## src/rtl/cpu_run_pkg.sv

```systemverilog
// Shared types and constants for the A09 run monitor: FSM states, dump tags, counter width.
package cpu_run_pkg;

  localparam int CNT_W = 32;

  localparam logic [1:0] TAG_REG   = 2'b00;
  localparam logic [1:0] TAG_MEM   = 2'b01;
  localparam logic [1:0] TAG_COUNT = 2'b10;

  typedef enum logic [3:0] {
    S_Idle,
    S_Reset,
    S_WaitReady,
    S_Run,
    S_RegRead,
    S_RegEmit,
    S_MemRead,
    S_MemEmit,
    S_CountEmit
  } state_e;

endpackage

```

## src/rtl/run_cycle_counter.sv

```systemverilog
// Saturating 32-bit run-cycle counter with clear and enable.
// Build option CPU_RUN_WATCHDOG_EN adds the limit comparator on limit_hit_o.
module run_cycle_counter
  import cpu_run_pkg::*;
#(
  parameter int unsigned Limit = 10000
) (
  input  logic             clk,
  input  logic             rst_n,
  input  logic             clr_i,
  input  logic             en_i,
  output logic [CNT_W-1:0] count_o,
  output logic             limit_hit_o
);

  logic [CNT_W-1:0] count_q, count_d;

  // NOTE: every variable written in a combinational block gets a default first, so no latch is inferred.
  always_comb begin
    count_d = count_q;
    if (clr_i) begin
      count_d = '0;
    end else if (en_i && (count_q != '1)) begin
      count_d = count_q + CNT_W'(1);
    end
  end

  // NOTE: registers are written with non-blocking assignments so every flop samples pre-edge values.
  always_ff @(posedge clk or negedge rst_n) begin
    if (!rst_n) begin
      count_q <= '0;
    end else begin
      count_q <= count_d;
    end
  end

  assign count_o = count_q;

`ifdef CPU_RUN_WATCHDOG_EN
  // Fires in the run cycle whose increment brings the count up to Limit.
  assign limit_hit_o = en_i && (count_q == CNT_W'(Limit - 1));
`else
  logic unused_limit;
  assign unused_limit = ^CNT_W'(Limit);
  assign limit_hit_o  = 1'b0;
`endif

endmodule

```

## src/rtl/cpu_run_monitor.sv

```systemverilog
// A09 run controller: pulses CPU reset, times the run, then dumps registers, memory and cycle count.
// Build option CPU_RUN_WATCHDOG_EN ends a run that reaches WatchdogLimit cycles and flags Timeout.
module cpu_run_monitor
  import cpu_run_pkg::*;
#(
  parameter int DataWidth     = 16,
  parameter int AddrWidth     = 8,
  parameter int RegCount      = 8,
  parameter int DumpDepth     = 15,
  parameter int ResetCycles   = 2,
  parameter int WatchdogLimit = 10000
) (
  input  logic                        Clk,
  input  logic                        Reset,
  input  logic                        Start,
  output logic                        CpuReset_n,
  input  logic                        CpuReady,
  input  logic                        CpuHalt,
  output logic [$clog2(RegCount)-1:0] RegAddr,
  input  logic [DataWidth-1:0]        RegData,
  output logic [AddrWidth-1:0]        MemAddr,
  input  logic [DataWidth-1:0]        MemData,
  output logic [DataWidth-1:0]        DumpData,
  output logic [1:0]                  DumpTag,
  output logic [AddrWidth-1:0]        DumpIndex,
  output logic                        DumpValid,
  input  logic                        DumpReady,
  output logic                        Busy,
  output logic                        Done,
  output logic                        Timeout,
  output logic [CNT_W-1:0]            CycleCount
);

  localparam int RegAW   = $clog2(RegCount);
  localparam int RstCntW = (ResetCycles > 1) ? $clog2(ResetCycles) : 1;
  localparam logic [RstCntW-1:0]   LastRst = RstCntW'(ResetCycles - 1);
  localparam logic [AddrWidth-1:0] LastReg = AddrWidth'(RegCount - 1);
  localparam logic [AddrWidth-1:0] LastMem = AddrWidth'(DumpDepth - 1);

  state_e                 state_q, state_d;
  logic [RstCntW-1:0]     rst_cnt_q, rst_cnt_d;
  logic [RegAW-1:0]       reg_addr_q, reg_addr_d;
  logic [AddrWidth-1:0]   mem_addr_q, mem_addr_d;
  logic [AddrWidth-1:0]   index_q, index_d;
  logic [1:0]             tag_q, tag_d;
  logic [DataWidth-1:0]   data_q, data_d, raw_data;
  logic                   held_q, held_d;
  logic                   done_q, done_d;
  logic                   halt_prev_q;
  logic                   run_start, emit, xfer, halt_fall, limit_hit;
  logic [CNT_W-1:0]       cycle_count;

  run_cycle_counter #(
    .Limit (WatchdogLimit)
  ) u_cycle_counter (
    .clk         (Clk),
    .rst_n       (Reset),
    .clr_i       (run_start),
    .en_i        (state_q == S_Run),
    .count_o     (cycle_count),
    .limit_hit_o (limit_hit)
  );

  always_comb begin
    run_start  = (state_q == S_Idle) && Start;
    emit       = state_q inside {S_RegEmit, S_MemEmit, S_CountEmit};
    xfer       = emit && DumpReady;
    halt_fall  = halt_prev_q && !CpuHalt;

    state_d    = state_q;
    rst_cnt_d  = rst_cnt_q;
    reg_addr_d = reg_addr_q;
    mem_addr_d = mem_addr_q;
    index_d    = index_q;
    tag_d      = tag_q;
    done_d     = done_q;

    unique case (state_q)
      S_Idle: if (Start) begin
        state_d   = S_Reset;
        rst_cnt_d = '0;
        done_d    = 1'b0;
      end
      S_Reset: begin
        if (rst_cnt_q == LastRst) state_d = S_WaitReady;
        else                      rst_cnt_d = rst_cnt_q + RstCntW'(1);
      end
      S_WaitReady: if (CpuReady) state_d = S_Run;
      S_Run: if (halt_fall || limit_hit) begin
        state_d    = S_RegRead;
        reg_addr_d = '0;
        tag_d      = TAG_REG;
        index_d    = '0;
      end
      S_RegRead: state_d = S_RegEmit;
      S_RegEmit: if (xfer) begin
        if (index_q == LastReg) begin
          state_d    = S_MemRead;
          mem_addr_d = '0;
          tag_d      = TAG_MEM;
          index_d    = '0;
        end else begin
          state_d    = S_RegRead;
          reg_addr_d = reg_addr_q + RegAW'(1);
          index_d    = index_q + AddrWidth'(1);
        end
      end
      S_MemRead: state_d = S_MemEmit;
      S_MemEmit: if (xfer) begin
        if (index_q == LastMem) begin
          state_d = S_CountEmit;
          tag_d   = TAG_COUNT;
          index_d = '0;
        end else begin
          state_d    = S_MemRead;
          mem_addr_d = mem_addr_q + AddrWidth'(1);
          index_d    = index_q + AddrWidth'(1);
        end
      end
      S_CountEmit: if (xfer) begin
        state_d = S_Idle;
        done_d  = 1'b1;
      end
      default: state_d = S_Idle;
    endcase

    unique case (state_q)
      S_RegEmit: raw_data = RegData;
      S_MemEmit: raw_data = MemData;
      default:   raw_data = cycle_count[DataWidth-1:0];
    endcase

    // Read data arrives in the first emit cycle; it is passed straight through then and held from the
    // captured copy while the consumer stalls, so the word stays stable even if the source changes.
    held_d = emit && !DumpReady;
    data_d = (emit && !held_q) ? raw_data : data_q;
  end

  always_ff @(posedge Clk or negedge Reset) begin
    if (!Reset) begin
      state_q     <= S_Idle;
      rst_cnt_q   <= '0;
      reg_addr_q  <= '0;
      mem_addr_q  <= '0;
      index_q     <= '0;
      tag_q       <= TAG_REG;
      data_q      <= '0;
      held_q      <= 1'b0;
      done_q      <= 1'b0;
      halt_prev_q <= 1'b0;
    end else begin
      state_q     <= state_d;
      rst_cnt_q   <= rst_cnt_d;
      reg_addr_q  <= reg_addr_d;
      mem_addr_q  <= mem_addr_d;
      index_q     <= index_d;
      tag_q       <= tag_d;
      data_q      <= data_d;
      held_q      <= held_d;
      done_q      <= done_d;
      halt_prev_q <= CpuHalt;
    end
  end

`ifdef CPU_RUN_WATCHDOG_EN
  logic timeout_q;

  always_ff @(posedge Clk or negedge Reset) begin
    if (!Reset) begin
      timeout_q <= 1'b0;
    end else if (run_start) begin
      timeout_q <= 1'b0;
    end else if (limit_hit && !halt_fall) begin
      timeout_q <= 1'b1;
    end
  end

  assign Timeout = timeout_q;
`else
  assign Timeout = 1'b0;
`endif

  assign CpuReset_n = !(state_q inside {S_Idle, S_Reset});
  assign Busy       = (state_q != S_Idle);
  assign DumpValid  = emit;
  assign DumpData   = (emit && !held_q) ? raw_data : data_q;
  assign DumpTag    = tag_q;
  assign DumpIndex  = index_q;
  assign RegAddr    = reg_addr_q;
  assign MemAddr    = mem_addr_q;
  assign Done       = done_q;
  assign CycleCount = cycle_count;

endmodule

```

## config.mk

```make
export PLATFORM = sky130hd
export DESIGN_NAME = cpu_run_monitor
export DESIGN_NICKNAME = d
export VERILOG_FILES = /design/src/rtl/cpu_run_pkg.sv /design/src/rtl/run_cycle_counter.sv /design/src/rtl/cpu_run_monitor.sv
export SDC_FILE = /design/constraint.sdc
export NUM_CORES = 1
export LEC_CHECK = 0
export ABC_AREA = 1
export CAP_MARGIN = 20
export CORE_AREA = 5 5 100 102
export DETAILED_ROUTE_END_ITERATION = 8
export DIE_AREA = 0 0 105 107
export PLACE_DENSITY = 0.84
export SYNTH_ARGS = -nofsm -noshare
export SYNTH_HDL_FRONTEND = slang
export SYNTH_SLANG_ARGS = --single-unit
export TNS_END_PERCENT = 30
```

## constraint.sdc

```tcl
create_clock -name Clk -period 3.02 [get_ports Clk]
set_clock_uncertainty 0.1 [all_clocks]
set_input_delay 0.604 -clock Clk [delete_from_list [all_inputs] [get_ports Clk]]
set_output_delay 0.604 -clock Clk [all_outputs]
set_load 0.01 [all_outputs]
```

==> impl_metrics.ini, run 1 <==
[clock_network]
numCtsBuffers = 9
cts_root_buf = clkbuf_8
clockBufferDepth = 2
tritoncts = yes
clk_pin_slew_ns = 0.09
h-tree-depth = 3
clkLatencyLatePin_ns = 0.36
clock_sinks = 77

[sta]
rsz0062_at_grt = yes
drv_slew = 0
setup-violations-final = 0
holdWs_ns = 0.4043
fmax_ghz = 0.3330
min_period_over_period = 0.9945
setup_slack_ns = 0.01656
fin_crit_ns = 3.003
hold_violations = 0
worst_pin_slew_ns = 0.6739
slew_headroom = 0.5507
tns_ns = 0

[drt]
drc = 0
ant_nets = 0
drtPass1Iterations = 5
drtIter0Drc = 309
wirelength_um = 14260
via_per_inst = 5.439
wire_per_inst_um = 15.30
vias = 5069

[setup_path]
cp.required_ns = 2.32
arrival_ns = 2.30
cpMostUsedCell = nor2_1
cp_cell_sequence = inv_2, nor2_1, a21oi_2, nor2_2, buf_12, nor2_1, a21oi_1, clkdlybuf4s50_1
crit_fanout = 31
critPathKind = flip-flop to output port
startpoint_type = flip-flop
end_kind = output port
crit_path_max_incr_delay_ns = 0.56
crit_slowest_cell = clkdlybuf4s50_1

[finish]
fin_cells = 932
layout_common_cells = nand2_1, clkdlybuf4s50_1, nor2_1
final_util = 0.6897
syn_to_final_growth_pct = 31.84
layout-drive-gt1-share = 0.07430
stdcell_area_um2 = 6222
layout_commonest_cell = nand2_1
fillers = 750
antenna_cells = 0
fin_nets = 859

[die]
core_um2 = 9021
die_x_um = 105
rows = 35
start_util = 0.5232
io-pin-count = 112
die_area_um2 = 11240
fp.dieH_um = 107

[logic_synthesis]
synthCells = 705
syn_area_um2 = 4720
yosys_warnings = 0
syn_area_per_cell_um2 = 6.694
syn_nets = 748
synth-seq-cells = 77
ys_seq_area_frac = 0.4083
synth.distinct_cells = 35

[power]
intPower_mw = 2.447
finalPower_mw = 4.011
pwr-share-seq = 0.352
comb_power_share = 0.405
leakage_nw = 2.956
switching_power_mw = 1.564
swShare = 0.3899
ir_worst_vdd_uv = 309.7
power_density_nw_per_um2 = 644.6
clkPwrFrac = 0.243

[grt]
grt_pass1_vias = 4782
track_usage = 0.2548
grt_pass1_wl_um = 23410
grt_antenna_before_repair = 0
overflow = 0
grt_max_degree = 78

[outcome]
status = complete, no violations

[placement]
place_area_um2 = 5932
io_buffers = 110
dp_hpwl_um = 10550
gp_congestion = 0.9310
place_ws_ns = 0.2743
placedCellCount = 914

[min_path]
hold_class = flip-flop to flip-flop

[run]
max_cap_viol_count = 0
kinds of logic after synthesis:
family                   Yosys count  synth area share
adder cells (fa/ha/maj)            5           0.01326
buffers and inverters             78           0.06813
flip-flops                        77            0.4083
XOR/XNOR                          13           0.02413
AND/OR/NAND/NOR                  462            0.4093
AO/OA/AOI/OAI                     69           0.07609
other                              1         0.0007946
path summary, 6_finish.rpt:
| check | startpoint | to | slack, ns | depth (start not counted) |
|---|---|---|---|---|
| min in group asynchronous | Reset | DumpIndex[0] | 0.50 | 2 |
| max in group asynchronous | Reset | data_q[1] | 1.75 | 3 |
| hold / removal | DumpTag[0] | DumpTag[0] | 0.40 | 2 |
| hold reg to reg | DumpTag[0] | DumpTag[0] | 0.40 | 2 |
| setup reg to reg | u_cycle_counter.count_o[0] | u_cycle_counter.count_o[12] | 0.61 | 11 |
| setup / recovery | state_q[3] | DumpData[3] | 0.02 | 8 |
worst max-delay path, delay by kind of cell (launching register included):
family / cells / cell delay [ns]
DFF: 1 / 0.40
buffers and inverters: 3 / 0.82
and+or+nand+nor: 3 / 0.43
AOI/OAI and AO/OA: 2 / 0.29
power by group through the flow:
| stage | registers [mW] | clock network, mW | logic [mW] |
|---|---|---|---|
| detailed placement | 1.43 | 0 | 1.69 |
| global placement | 1.42 | 0 | 1.64 |
| finish | 1.41 | 0.975 | 1.63 |
| floorplan | 1.41 | 0 | 0.921 |
| global route | 1.44 | 1.03 | 1.79 |
| CTS | 1.41 | 0.984 | 1.62 |
synthesized netlist by cell type (all sizes together):
master,instances,area (µm²)
buf,10,66.31
conb,1,3.750
xnor2,5,43.79
nor2,99,402.9
nand2b,1,6.260
or2,10,62.56
o21ai,28,140.1
nand3,34,170.2
nor3,4,20.02
inv,58,217.7
o22ai,2,12.51
ha,5,62.56
nand3b,3,22.52
clkbuf,9,33.78
a21oi,37,188.9
nand2,286,1091
dfrtp,77,1927
xor2,8,70.07
clkinv,1,3.750
a32o,1,10.01
nand4,25,156.4
o211ai,1,7.510
final cells by class:
class                   count  area (µm²)  area share
clock inverters             7       121.4     0.01951
repair buffers            119        1205      0.1936
inverters                  59       224.0     0.03599
clock buffers               9       123.9     0.01991
multi-input cells         550        2482      0.3990
well taps                 111       138.9     0.02232
flip-flops and latches     77        1927      0.3097
metal layers:
layer | vias up | GRT usage | part of all wire
li1 | 2458 | - | -
met1 | 2357 | 0.3314 | 0.42
met2 | 222 | 0.4222 | 0.49
met3 | 32 | 0.04455 | 0.071
met4 | 0 | 0.1005 | 0.025
met5 | - | 0 | 0
registers in the layout, summed over array words and instances, names as in the netlist:
| name | count |
|---|---|
| state_q | 4 |
| RegAddr | 3 |
| rst_cnt_q | 1 |
| Done | 1 |
| MemAddr | 8 |
| data_q | 16 |
| halt_prev_q | 1 |
| u_cycle_counter.count_o | 32 |
| held_q | 1 |
| DumpIndex | 8 |
| DumpTag | 2 |
timing repair:
item | in CTS | in global routing
setup endpoints to repair | 15 | 4
setup buffers | 0 | 0
gates resized for setup | 15 | 5
hold buffers | 0 | 1
endpoints found under the hold margin | 0 | 5
(Power assumes the default switching activity.)
==> inputs of run 2 (changes only) <==
Settings changed: CORE_AREA 5 5 100 102 to 5 5 111 92, DIE_AREA 0 0 105 107 to 0 0 116 97.
==> impl_metrics.ini, run 2 (synthesis gave the netlist of run 1 again) <==
[setup_path]
r2r_start = u_cycle_counter.count_o[0]
arrival_ns = 2.38
startpoint_type = flip-flop
crit_family = buffers and inverters
cp.required_ns = 2.32
cp_cell_sequence = inv_2, nand2_2, nor2_4, a21oi_4, nor2_4, buf_12, nor2_1, a21oi_1, clkdlybuf4s50_1
r2r-end = u_cycle_counter.count_o[30]
critPathKind = flip-flop to output port
cp_num_buf_inv = 3
reg2regPathDepth = 11
r2r_setup_slack_ns = 0.57
crit_fanout = 16
end_kind = output port
cpMostUsedCell = nor2_4
crit_path_max_incr_delay_ns = 0.60
crit_slowest_cell = clkdlybuf4s50_1

[grt]
grt_pass1_vias = 4892
grt_antenna_before_repair = 0
grt_pass1_wl_um = 24530
track_usage = 0.2723
overflow = 0
grt_max_degree = 78

[clock_network]
cts_root_buf = clkbuf_16
tritoncts = yes
h-tree-depth = 3
numCtsBuffers = 9
clockBufferDepth = 2
clk_pin_slew_ns = 0.06
postCtsHoldBufs = 0
clock_sinks = 77
clkLatencyLatePin_ns = 0.34

[sta]
slew_headroom = 0.5114
holdWs_ns = 0.01787
fmax_ghz = 0.3243
setup-violations-final = 1
rsz0062_at_grt = yes
hold_violations = 0
drv_slew = 0
setup_slack_ns = -0.06364
worst_pin_slew_ns = 0.7329
fin_crit_ns = 3.084
min_period_over_period = 1.021

[placement]
dp_hpwl_um = 11020
placedCellCount = 916
io_buffers = 110
gp_congestion = 0.9597

[die]
io-pin-count = 112
die_area_um2 = 11250
fp.dieH_um = 97
rows = 31
start_util = 0.5290
die_x_um = 116
core_um2 = 8921

[finish]
fin_nets = 861
fin_cells = 938
fillers = 750
antenna_cells = 0
layout_commonest_cell = nand2_1
largest_register_ffs = 32
syn_to_final_growth_pct = 34.73
layout_common_cells = nand2_1, clkdlybuf4s50_1, nor2_1
layout-drive-gt1-share = 0.07898

[drt]
drtPass1Iterations = 5
drc = 0
vias = 5096
wire_per_inst_um = 16.13
drtIter0Drc = 557
wirelength_um = 15130
ant_nets = 0
via_per_inst = 5.433

[min_path]
hold_class = input pin to asynchronous set/reset pin

[power]
leakage_nw = 3.002
power_density_nw_per_um2 = 660.7
ir_worst_vdd_uv = 468.8
finalPower_mw = 4.201

[run]
max_cap_viol_count = 0

[outcome]
status = finished with violations
violations = negative setup slack
## run 2: cell count changes in the layout (fill, tap and decap cells not counted), sizes merged
| cell | before | now |
|---|---|---|
| dlymetal6s2s | 3 | 8 |
| dlygate4sd2 | 12 | 2 |
| clkbuf | 9 | 14 |
| bufinv | 3 | 0 |
| inv | 60 | 58 |
| clkinvlp | 0 | 2 |
| clkinv | 3 | 2 |
| clkdlybuf4s50 | 94 | 99 |
| dlygate4sd3 | 1 | 0 |
| buf | 9 | 11 |
## run 2: layout make-up
cell class	count	area [µm²]	share of cell area
Clock buffer	13	260.3	0.04093
Clock inverter	3	20.02	0.003148
Inverter	59	226.5	0.03562
Multi-Input combinational cell	550	2512	0.3951
Sequential cell	77	1927	0.3030
Tap cell	115	143.9	0.02263
Timing Repair Buffer	121	1269	0.1995
## run 2: repair_timing
action / CTS / global route
cloned: 0 / 1
endpoints found under the setup margin: 16 / 14
gates resized for setup: 7 / 18
pin swaps: 0 / 3
setup buffers: 0 / 4
## run 2: worst register-to-register path: stages (launching register included)
cell and delay (ns):
dfrtp_1 0.57, ha_1 0.29, inv_1 0.10, nor2_4 0.24
nand2_4 0.11, nor2_8 0.15, nand2_2 0.08, nand2_2 0.07
nand2_2 0.07, inv_2 0.39, nand2_1 0.12, nand2_1 0.10
## run 2: routing by layer
layer | GRT usage | up-vias | routed length [µm]
met4 | 0.08475 | 0 | 187
li1 | - | 2459 | -
met3 | 0.07860 | 19 | 1394
met2 | 0.4171 | 237 | 6972
met5 | 0 | - | 0
met1 | 0.3712 | 2381 | 6574
## run 2: worst max-delay path by stage
stage / startpoint / endpoint / depth (start not counted)
final: state_q[3] / DumpData[5] / 9
after global routing: state_q[3] / DumpData[5] / 9
after CTS: state_q[1] / DumpData[3] / 8
after detailed placement: state_q[3] / DumpData[15] / 9
after global placement: MemData[0] / DumpData[0] / 6
after floorplan: state_q[3] / DumpData[0] / 8
## run 2: where the power goes
part / leakage [nW] / internal [mW] / total, mW / switching [mW]
clock: 0.132 / 0.600 / 1.02 / 0.423
combinational: 1.85 / 0.745 / 1.75 / 1.01
sequential: 1.02 / 1.24 / 1.42 / 0.185
## run 2: per-stage QoR
step	cell area, µm²	util	worst slack [ns]	setup TNS (ns)
CTS	6215	0.6966	0.005999	0
detailed placement	5922	0.6638	0.2252	0
global route	6359	0.7128	-0.2018	-0.7846
global placement	5907	0.6621	0.2294	0
floorplan	4720	-	0.7882	0
finish	6359	0.7128	-0.06364	-0.06364
==> inputs of run 3 (changes only) <==
Settings changed: CAP_MARGIN 20 to not set, CORE_AREA 5 5 111 92 to 2 2 108 89, DIE_AREA 0 0 116 97 to 0 0 110 91.
==> impl_metrics.ini, run 3 (synthesis gave the netlist of run 1 again) <==
[outcome]
status = complete, no violations

[clock_network]
clkLatencyLatePin_ns = 0.37
clk_pin_slew_ns = 0.08
tritoncts = yes
clock_sinks = 77
clockBufferDepth = 2
cts_setup_buffers = 0
postCtsHoldBufs = 0
h-tree-depth = 3
cts_root_buf = clkbuf_8
numCtsBuffers = 9

[min_path]
hold_class = input pin to asynchronous set/reset pin

[drt]
vias = 5061
drtPass1Iterations = 5
drc = 0
wire_per_inst_um = 15.50
ant_nets = 0
drtIter0Drc = 325
via_per_inst = 5.419
wirelength_um = 14480

[grt]
grt_antenna_before_repair = 0
grt_max_degree = 78
overflow = 0
grt_pass1_wl_um = 23730
track_usage = 0.3057
grt_pass1_vias = 4901

[setup_path]
arrival_ns = 2.16
cp.required_ns = 2.32
r2r_setup_slack_ns = 0.63
r2r_start = u_cycle_counter.count_o[1]
crit_fanout = 25
startpoint_type = flip-flop
reg2regPathDepth = 11
r2r-end = u_cycle_counter.count_o[1]
end_kind = output port
critPathKind = flip-flop to output port

[die]
io-pin-count = 112
die_x_um = 110
start_util = 0.5313
fp.dieH_um = 91
rows = 31
core_um2 = 8882
die_area_um2 = 10010

[finish]
syn_to_final_growth_pct = 30.49
multi_input_area_um2 = 2497
seqCellArea_um2 = 1927
antenna_cells = 0
fillers = 763
layout-drive-gt1-share = 0.07570
fin_nets = 857
layout_commonest_cell = nand2_1
layout_common_cells = nand2_1, clkdlybuf4s50_1, nor2_1
largest_register_ffs = 32
stdcell_area_um2 = 6158

[power]
finalPower_mw = 3.845
power_density_nw_per_um2 = 624.4
leakage_nw = 2.911
ir_worst_vdd_uv = 387.1

[sta]
drv_slew = 0
hold_violations = 0
setup-violations-final = 0
min_period_over_period = 0.9496
fin_crit_ns = 2.868
worst_pin_slew_ns = 0.5377
setup_slack_ns = 0.1522
rsz0062_at_grt = no
slew_headroom = 0.6410
fmax_ghz = 0.3487
tns_ns = 0

[placement]
io_buffers = 110
gp_congestion = 1.048
dp_hpwl_um = 10620
place_ws_ns = 0.1959
place_area_um2 = 5954

[run]
max_cap_viol_count = 0
## run 3: metal layers
metal | part of all wire | track usage | up-vias
met5 | 0 | 0 | -
met4 | 0.019 | 0.1118 | 0
met3 | 0.090 | 0.08327 | 25
met2 | 0.45 | 0.4540 | 227
met1 | 0.44 | 0.4249 | 2360
li1 | - | - | 2449
## run 3: stage by stage
step / cells / utilization / hold WS [ns]
global route: 934 / 0.6933 / 0.1598
global placement: 918 / 0.6704 / 0.3503
floorplan: 705 / - / 0.2084
detailed placement: 918 / 0.6704 / 0.3538
CTS: 934 / 0.6916 / 0.1624
finish: 934 / 0.6933 / 0.1449
## run 3: how the worst max path moves through the flow
stage | startpoint | to | slack [ns] | cells after the start
4_1_cts | state_q[3] | DumpData[2] | 0.002 | 9
3_3_place_gp | MemData[0] | DumpData[0] | 0.24 | 6
6_report | state_q[3] | DumpData[0] | 0.15 | 9
2_1_floorplan | state_q[3] | DumpData[0] | 0.79 | 8
5_1_grt | state_q[3] | DumpData[13] | 0.0007 | 9
3_5_place_dp | MemData[0] | DumpData[0] | 0.20 | 6
## run 3: critical path: stages (launching register included)
cell and delay [ns]:
dfrtp_1 0.42, inv_2 0.09, nand2_1 0.14, nor2_4 0.16
buf_12 0.19, nand2_1 0.08, o21ai_0 0.13, a21oi_1 0.08
a21oi_1 0.18, dlygate4sd2_1 0.33
## run 3: layout make-up
class                      instances  share of cell area
clock buffer                       9             0.02011
multi-input combinational        550              0.4055
sequential                        77              0.3129
inverter                          59             0.03637
tap                              115             0.02336
timing repair buffer             117              0.1910
clock inverter                     7             0.01077
## run 3: timing repair
item / in CTS / in global routing
hold endpoints to repair: 0 / 0
resized for setup: 20 / 4
endpoints found under the setup margin: 16 / 2
## run 3: report_power, final
group	switching (mW)	internal, mW
registers	0.166	1.24
logic	1.01	0.646
clock network	0.415	0.377
total	1.59	2.26
